## src/rtl/axi_slave_tag_tracker.sv

```systemverilog
// Outstanding non-posted AXI slave request tracker: lowest-free PCIe tag allocation,
// completion lookup, per-entry completion timeout and round-robin expiry reporting.
module axi_slave_tag_tracker #(
    parameter int unsigned NUM_TAGS       = 32,
    parameter int unsigned TAG_WIDTH      = $clog2(NUM_TAGS),
    parameter int unsigned AXI_ID_WIDTH   = 4,
    parameter int unsigned LEN_WIDTH      = 8,
    parameter int unsigned TIMEOUT_CYCLES = 1024,
    parameter int unsigned CNT_WIDTH      = $clog2(TIMEOUT_CYCLES + 1)
) (
    input  logic                    axi_clk,
    input  logic                    ARESTn,
    input  logic                    alloc_req,
    input  logic                    alloc_is_rd,
    input  logic [AXI_ID_WIDTH-1:0] alloc_axi_id,
    input  logic [LEN_WIDTH-1:0]    alloc_len,
    output logic                    alloc_gnt,
    output logic [TAG_WIDTH-1:0]    alloc_tag,
    input  logic                    cpl_valid,
    input  logic [TAG_WIDTH-1:0]    cpl_tag,
    input  logic                    cpl_last,
    output logic                    cpl_hit,
    output logic                    cpl_unexp,
    output logic [AXI_ID_WIDTH-1:0] cpl_axi_id,
    output logic                    cpl_is_rd,
    output logic [LEN_WIDTH-1:0]    cpl_len,
    output logic                    to_valid,
    input  logic                    to_ready,
    output logic [TAG_WIDTH-1:0]    to_tag,
    output logic [AXI_ID_WIDTH-1:0] to_axi_id,
    output logic                    to_is_rd,
    output logic [LEN_WIDTH-1:0]    to_len,
    output logic [TAG_WIDTH:0]      outstanding,
    output logic                    full
);

    localparam int unsigned          OUT_WIDTH = TAG_WIDTH + 1;
    localparam logic [CNT_WIDTH-1:0] TMR_LAST  = CNT_WIDTH'(TIMEOUT_CYCLES - 1);

    typedef enum logic [1:0] {ST_FREE, ST_PEND, ST_EXP} ent_state_t;

    typedef struct packed {
        logic [AXI_ID_WIDTH-1:0] axi_id;
        logic                    is_rd;
        logic [LEN_WIDTH-1:0]    len;
    } rec_t;

    ent_state_t           st_q  [NUM_TAGS];
    ent_state_t           st_d  [NUM_TAGS];
    logic [CNT_WIDTH-1:0] tmr_q [NUM_TAGS];
    logic [CNT_WIDTH-1:0] tmr_d [NUM_TAGS];
    rec_t                 rec_q [NUM_TAGS];

    logic [TAG_WIDTH-1:0] rr_last_q;
    logic                 free_found;
    logic [OUT_WIDTH-1:0] busy_cnt;
    logic                 exp_found;
    logic [TAG_WIDTH-1:0] exp_tag;
    logic                 cpl_free;
    logic                 to_fire;
    logic                 to_valid_d;
    logic [TAG_WIDTH-1:0] to_tag_d;
    rec_t                 to_rec_d;
    rec_t                 cpl_rec;

    // Lowest free entry and occupancy, both from registered state only
    always_comb begin
        free_found = 1'b0;
        alloc_tag  = '0;
        busy_cnt   = '0;
        for (int i = 0; i < int'(NUM_TAGS); i++) begin
            if (st_q[i] == ST_FREE) begin
                if (!free_found) begin
                    alloc_tag  = TAG_WIDTH'(i);
                    free_found = 1'b1;
                end
            end else begin
                busy_cnt = busy_cnt + OUT_WIDTH'(1);
            end
        end
    end

    assign outstanding = busy_cnt;
    assign full        = (busy_cnt == OUT_WIDTH'(NUM_TAGS));
    assign alloc_gnt   = alloc_req & ~full;

    assign cpl_rec    = rec_q[cpl_tag];
    assign cpl_hit    = cpl_valid & (st_q[cpl_tag] == ST_PEND);
    assign cpl_unexp  = cpl_valid & (st_q[cpl_tag] != ST_PEND);
    assign cpl_free   = cpl_hit & cpl_last;
    assign cpl_axi_id = cpl_rec.axi_id;
    assign cpl_is_rd  = cpl_rec.is_rd;
    assign cpl_len    = cpl_rec.len;

    assign to_fire = to_valid & to_ready;

    // Round-robin search for an expired entry, starting after the last one reported
    always_comb begin
        exp_found = 1'b0;
        exp_tag   = '0;
        for (int k = 1; k <= int'(NUM_TAGS); k++) begin
            if (!exp_found && st_q[(int'(rr_last_q) + k) % int'(NUM_TAGS)] == ST_EXP) begin
                exp_found = 1'b1;
                exp_tag   = TAG_WIDTH'((int'(rr_last_q) + k) % int'(NUM_TAGS));
            end
        end
    end

    // Per-entry next state and timeout report next state
    always_comb begin
        for (int i = 0; i < int'(NUM_TAGS); i++) begin
            st_d[i]  = st_q[i];
            tmr_d[i] = tmr_q[i];
        end
        to_valid_d = to_valid;
        to_tag_d   = to_tag;
        to_rec_d   = {to_axi_id, to_is_rd, to_len};

        for (int i = 0; i < int'(NUM_TAGS); i++) begin
            case (st_q[i])
                ST_FREE: begin
                    if (alloc_gnt && alloc_tag == TAG_WIDTH'(i)) begin
                        st_d[i]  = ST_PEND;
                        tmr_d[i] = '0;
                    end
                end
                ST_PEND: begin
                    // A final completion on the expiry cycle takes priority over the timeout
                    if (cpl_free && cpl_tag == TAG_WIDTH'(i)) begin
                        st_d[i]  = ST_FREE;
                        tmr_d[i] = '0;
                    end else if (tmr_q[i] == TMR_LAST) begin
                        st_d[i] = ST_EXP;
                    end else begin
                        tmr_d[i] = tmr_q[i] + CNT_WIDTH'(1);
                    end
                end
                ST_EXP: begin
                    if (to_fire && to_tag == TAG_WIDTH'(i)) begin
                        st_d[i]  = ST_FREE;
                        tmr_d[i] = '0;
                    end
                end
                default: st_d[i] = ST_FREE;
            endcase
        end

        if (to_fire) begin
            to_valid_d = 1'b0;
        end else if (!to_valid && exp_found) begin
            to_valid_d = 1'b1;
            to_tag_d   = exp_tag;
            to_rec_d   = rec_q[exp_tag];
        end
    end

    always_ff @(posedge axi_clk or negedge ARESTn) begin
        if (!ARESTn) begin
            for (int i = 0; i < int'(NUM_TAGS); i++) begin
                st_q[i]  <= ST_FREE;
                tmr_q[i] <= '0;
                rec_q[i] <= '0;
            end
            to_valid  <= 1'b0;
            to_tag    <= '0;
            to_axi_id <= '0;
            to_is_rd  <= 1'b0;
            to_len    <= '0;
            rr_last_q <= TAG_WIDTH'(NUM_TAGS - 1);
        end else begin
            for (int i = 0; i < int'(NUM_TAGS); i++) begin
                st_q[i]  <= st_d[i];
                tmr_q[i] <= tmr_d[i];
                if (alloc_gnt && alloc_tag == TAG_WIDTH'(i)) begin
                    rec_q[i] <= {alloc_axi_id, alloc_is_rd, alloc_len};
                end
            end
            to_valid  <= to_valid_d;
            to_tag    <= to_tag_d;
            to_axi_id <= to_rec_d.axi_id;
            to_is_rd  <= to_rec_d.is_rd;
            to_len    <= to_rec_d.len;
            if (to_valid_d && !to_valid) begin
                rr_last_q <= to_tag_d;
            end
        end
    end

endmodule

```

## config.mk

```make
export PLATFORM = sky130hd
export DESIGN_NAME = axi_slave_tag_tracker
export DESIGN_NICKNAME = d
export VERILOG_FILES = /design/src/rtl/axi_slave_tag_tracker.sv
export SDC_FILE = /design/constraint.sdc
export NUM_CORES = 2
export LEC_CHECK = 0
export CAP_MARGIN = 15
export CORE_ASPECT_RATIO = 0.5
export CORE_UTILIZATION = 40
export DETAILED_ROUTE_END_ITERATION = 12
export GPL_ROUTABILITY_DRIVEN = 0
export SETUP_SLACK_MARGIN = 0.15
export SLEW_MARGIN = 25
export SYNTH_ARGS = -nofsm -noshare
export SYNTH_HDL_FRONTEND = slang
export SYNTH_SLANG_ARGS = --single-unit
```

## constraint.sdc

```tcl
create_clock -name axi_clk -period 18.9 [get_ports axi_clk]
set_clock_uncertainty 0.15 [all_clocks]
set_input_delay 2.835 -clock axi_clk [delete_from_list [all_inputs] [get_ports axi_clk]]
set_output_delay 2.835 -clock axi_clk [all_outputs]
set_load 0.005 [all_outputs]
```

==> impl_results.md <==
* Input/output buffers at 70
* Area share of fa/ha/maj cells after synthesis at 0.01715
* R2R Setup Slk at 1.39 ns
* Final setup fails at 4
* Final slew viol count at 0
* Worst Reg2Reg Path Length in Cells at 93
* Worst Setup EP: alloc_gnt
* Most used DFF post-synth: dfrtp_1
* Main combinational cell family by area after synthesis: multiplexers
* Min Tclk post-route at 19.39 ns
* DRC violations left at 2
* Synth Area in XOR/XNOR at 0.03882
* Register area share after synthesis at 0.3765
* CTS Buffer Depth at 3
* Gr usage total at 0.2510
* DR vias/cell at 6.141
* Reg-to-Reg End: tmr_q[67]$_DFFE_PN0P_
* RSZ-0062 raised after global routing: true
* Setup_tns at -1.443 ns
* Initial DRC Count at 5007
* CP most frequent cell: ha_1
* First-pass GRT wire length at 279.8 mm
* Status: complete, but fails checks
* Core ar. at 140500 sq um
* Tcrit/Tclk final at 1.026
* # nets final at 5944
* CTS tree: yes
* Synthesized flop and latch total at 856
* Final ANT Viol Nets at 0
* Mapped cell area at 56920 sq um
* Critical path fanouts, max at 4
* GRT Residual Overflow at 0
* Pin count of the biggest net entering global routing at 149
* Sink Count at 856
* Gate Count Post-Synth at 5686
* Vias in the first global route at 46350
* Post-Synth Simple-Gate Area at 0.1505
* Initial antenna violation count at 6
* Die Span Y at 268.7 um
* Max-Cap Viols at 0
* Critical path arrival at 16.40 ns
* H-tree Lvls at 3
* Num CTS Buffers at 85
* Drt wl/cell at 23.62 um
* Area delta synth->final at 14.42%
* Final count of hold timing violations at 0
* Failing checks: DRC, setup timing
* Most frequent cells in the layout: 851 x dfrtp_1, 509 x mux2i_1, 456 x nand2_1
* Post-synth cell types at 105
* Met1 GRT Util at 0.3441
* Avg Inst Size Synth at 10.01 sq um
* Crit end category: output pin
* DP Worst Slack at -0.8921 ns
* Post-synthesis mux area share at 0.2527
* DP HPWL at 125.2 mm
* Slew margin rel. at 0.2281
* Crit path kind: reg2out
* Yosys Warn Count at 0
* Share of layout cells above drive strength 1 at 0.2314
* Final Util at 0.4634
* IO Count at 71
* Die area at 143900 sq um
* Critical path required time at 15.92 ns
* Critical path origin: st_q[60]$_DFFE_PN0P_
* Initial core utilization at 0.4050
* Clock Latency Late Sink at 0.72 ns
* DRT Wirelength at 184.1 mm
* Via count at 47870
* HP Start: tmr_q[207]$_DFFE_PN0P_
* Grt met3 use at 0.06087
* GRT met2 Usage at 0.3867
* Post-synth EDFFs at 0
* GR peak layer: met2
* Max incr delay on CP at 0.42 ns
* CTS root buf: clkbuf_16
* DIE WIDTH at 535.5 um
* Post-CTS Hold Buffers at 0
* FFs w/ async S/R, synth at 1.000
* Drt pass-1 iters at 12
* Setup WS post-layout at -0.4879 ns
* Slowest CP cell: nor3_2
* Most common cell after layout, fill and taps aside: dfrtp_1
* Synth Area in Compound Gates at 0.1342
* Hold Path Class: reg2reg
* Origin of the critical flop-to-flop path: st_q[60]$_DFFE_PN0P_
* Net Count, Synth at 5788
* CTS clk-pin slew, worst paths at 0.06 ns
* Std-Cell Rows at 97
* Highest clock rate at 0.05158 GHz
* Worst setup SP type: flip-flop
* Worst-Margin Slew at 1.151 ns
per-layer routing:
layer / part of all wire / up-vias
met3: 0.091 / 393
li1: - / 21260
met4: 0.037 / 2
met5: 0.000060 / -
met1: 0.43 / 24240
met2: 0.44 / 1978
state kept, by name, indices dropped and copies added, names as in the netlist:
signal and cells:
rec_q 416, rr_last_q 5, st_q 64, tmr_q 352, to_axi_id 4, to_is_rd 1
to_len 8, to_tag 5, to_valid 1
cells by family (layout without fill, tap and decap cells):
logic type	Yosys count	in the layout
multiplexers	1144	1144
buffers and inverters	423	650
adder cells (fa/ha/maj)	78	78
other	0	1
XOR/XNOR	194	194
flip-flops	856	856
AO/OA/AOI/OAI	1258	1258
AND/OR/NAND/NOR	1733	1733
per-stage QoR:
step / std cells / hold WS (ns) / area [sq um]
after floorplan: 5686 / 0.2738 / 56940
after global placement: 7506 / 0.2906 / 60210
after detailed placement: 7508 / 0.2924 / 60240
after CTS: 7770 / 0.3019 / 64530
after global routing: 7794 / 0.3119 / 65120
final: 7795 / 0.3050 / 65120
cell type report:
cell class	instances	area, sq um
fill	12870	75420
multi-input combinational	4407	34680
sequential	856	21430
timing repair buffer	386	3161
clock buffer	120	2479
tap	1881	2354
clock inverter	38	621.8
inverter	106	402.9
antenna	1	2.502
cells in the mapped netlist, drive strengths merged (78+ instances only):
library cell | instances | area share
nor2b | 88 | 0.0097
buf | 126 | 0.011
and3 | 165 | 0.018
mux4 | 190 | 0.075
mux2i | 511 | 0.090
nor2 | 393 | 0.026
a21oi | 290 | 0.026
inv | 104 | 0.0069
dfrtp | 851 | 0.37
nand3 | 156 | 0.014
mux2 | 443 | 0.088
nand2 | 466 | 0.031
clkbuf | 191 | 0.013
xnor2 | 125 | 0.022
a31oi | 119 | 0.013
o21ai | 452 | 0.040
ha | 78 | 0.017
nand2b | 134 | 0.015
worst min-delay path by stage:
stage                     cells after the start  slack [ns]                endpoint
after floorplan                               1        0.27  tmr_q[207]$_DFFE_PN0P_
after global placement                        1        0.29  tmr_q[207]$_DFFE_PN0P_
after detailed placement                      1        0.29  tmr_q[207]$_DFFE_PN0P_
after CTS                                     1        0.30  tmr_q[207]$_DFFE_PN0P_
after global routing                          1        0.31  tmr_q[207]$_DFFE_PN0P_
final                                         1        0.30  tmr_q[207]$_DFFE_PN0P_
what timing repair did:
action,4_1_cts,5_1_grt
pin swaps,75,78
endpoints found under the setup margin,7,7
resized for setup,80,91
buffers inserted,104,22
hold endpoints to repair,0,0
worst max-delay path: cells and delay by family, from the launching register on:
| family | cells | cell delay (ns) |
|---|---|---|
| flops | 1 | 0.38 |
| compound gates | 31 | 4.63 |
| simple gates | 21 | 2.90 |
| fa+ha+maj | 17 | 4.75 |
| xor+xnor | 15 | 2.37 |
| buf+inv | 4 | 0.40 |
| mux | 1 | 0.29 |
Power is left out: the tool's default activity adds up to more than one toggle a clock period on the data nets, which glitch-free logic cannot reach.
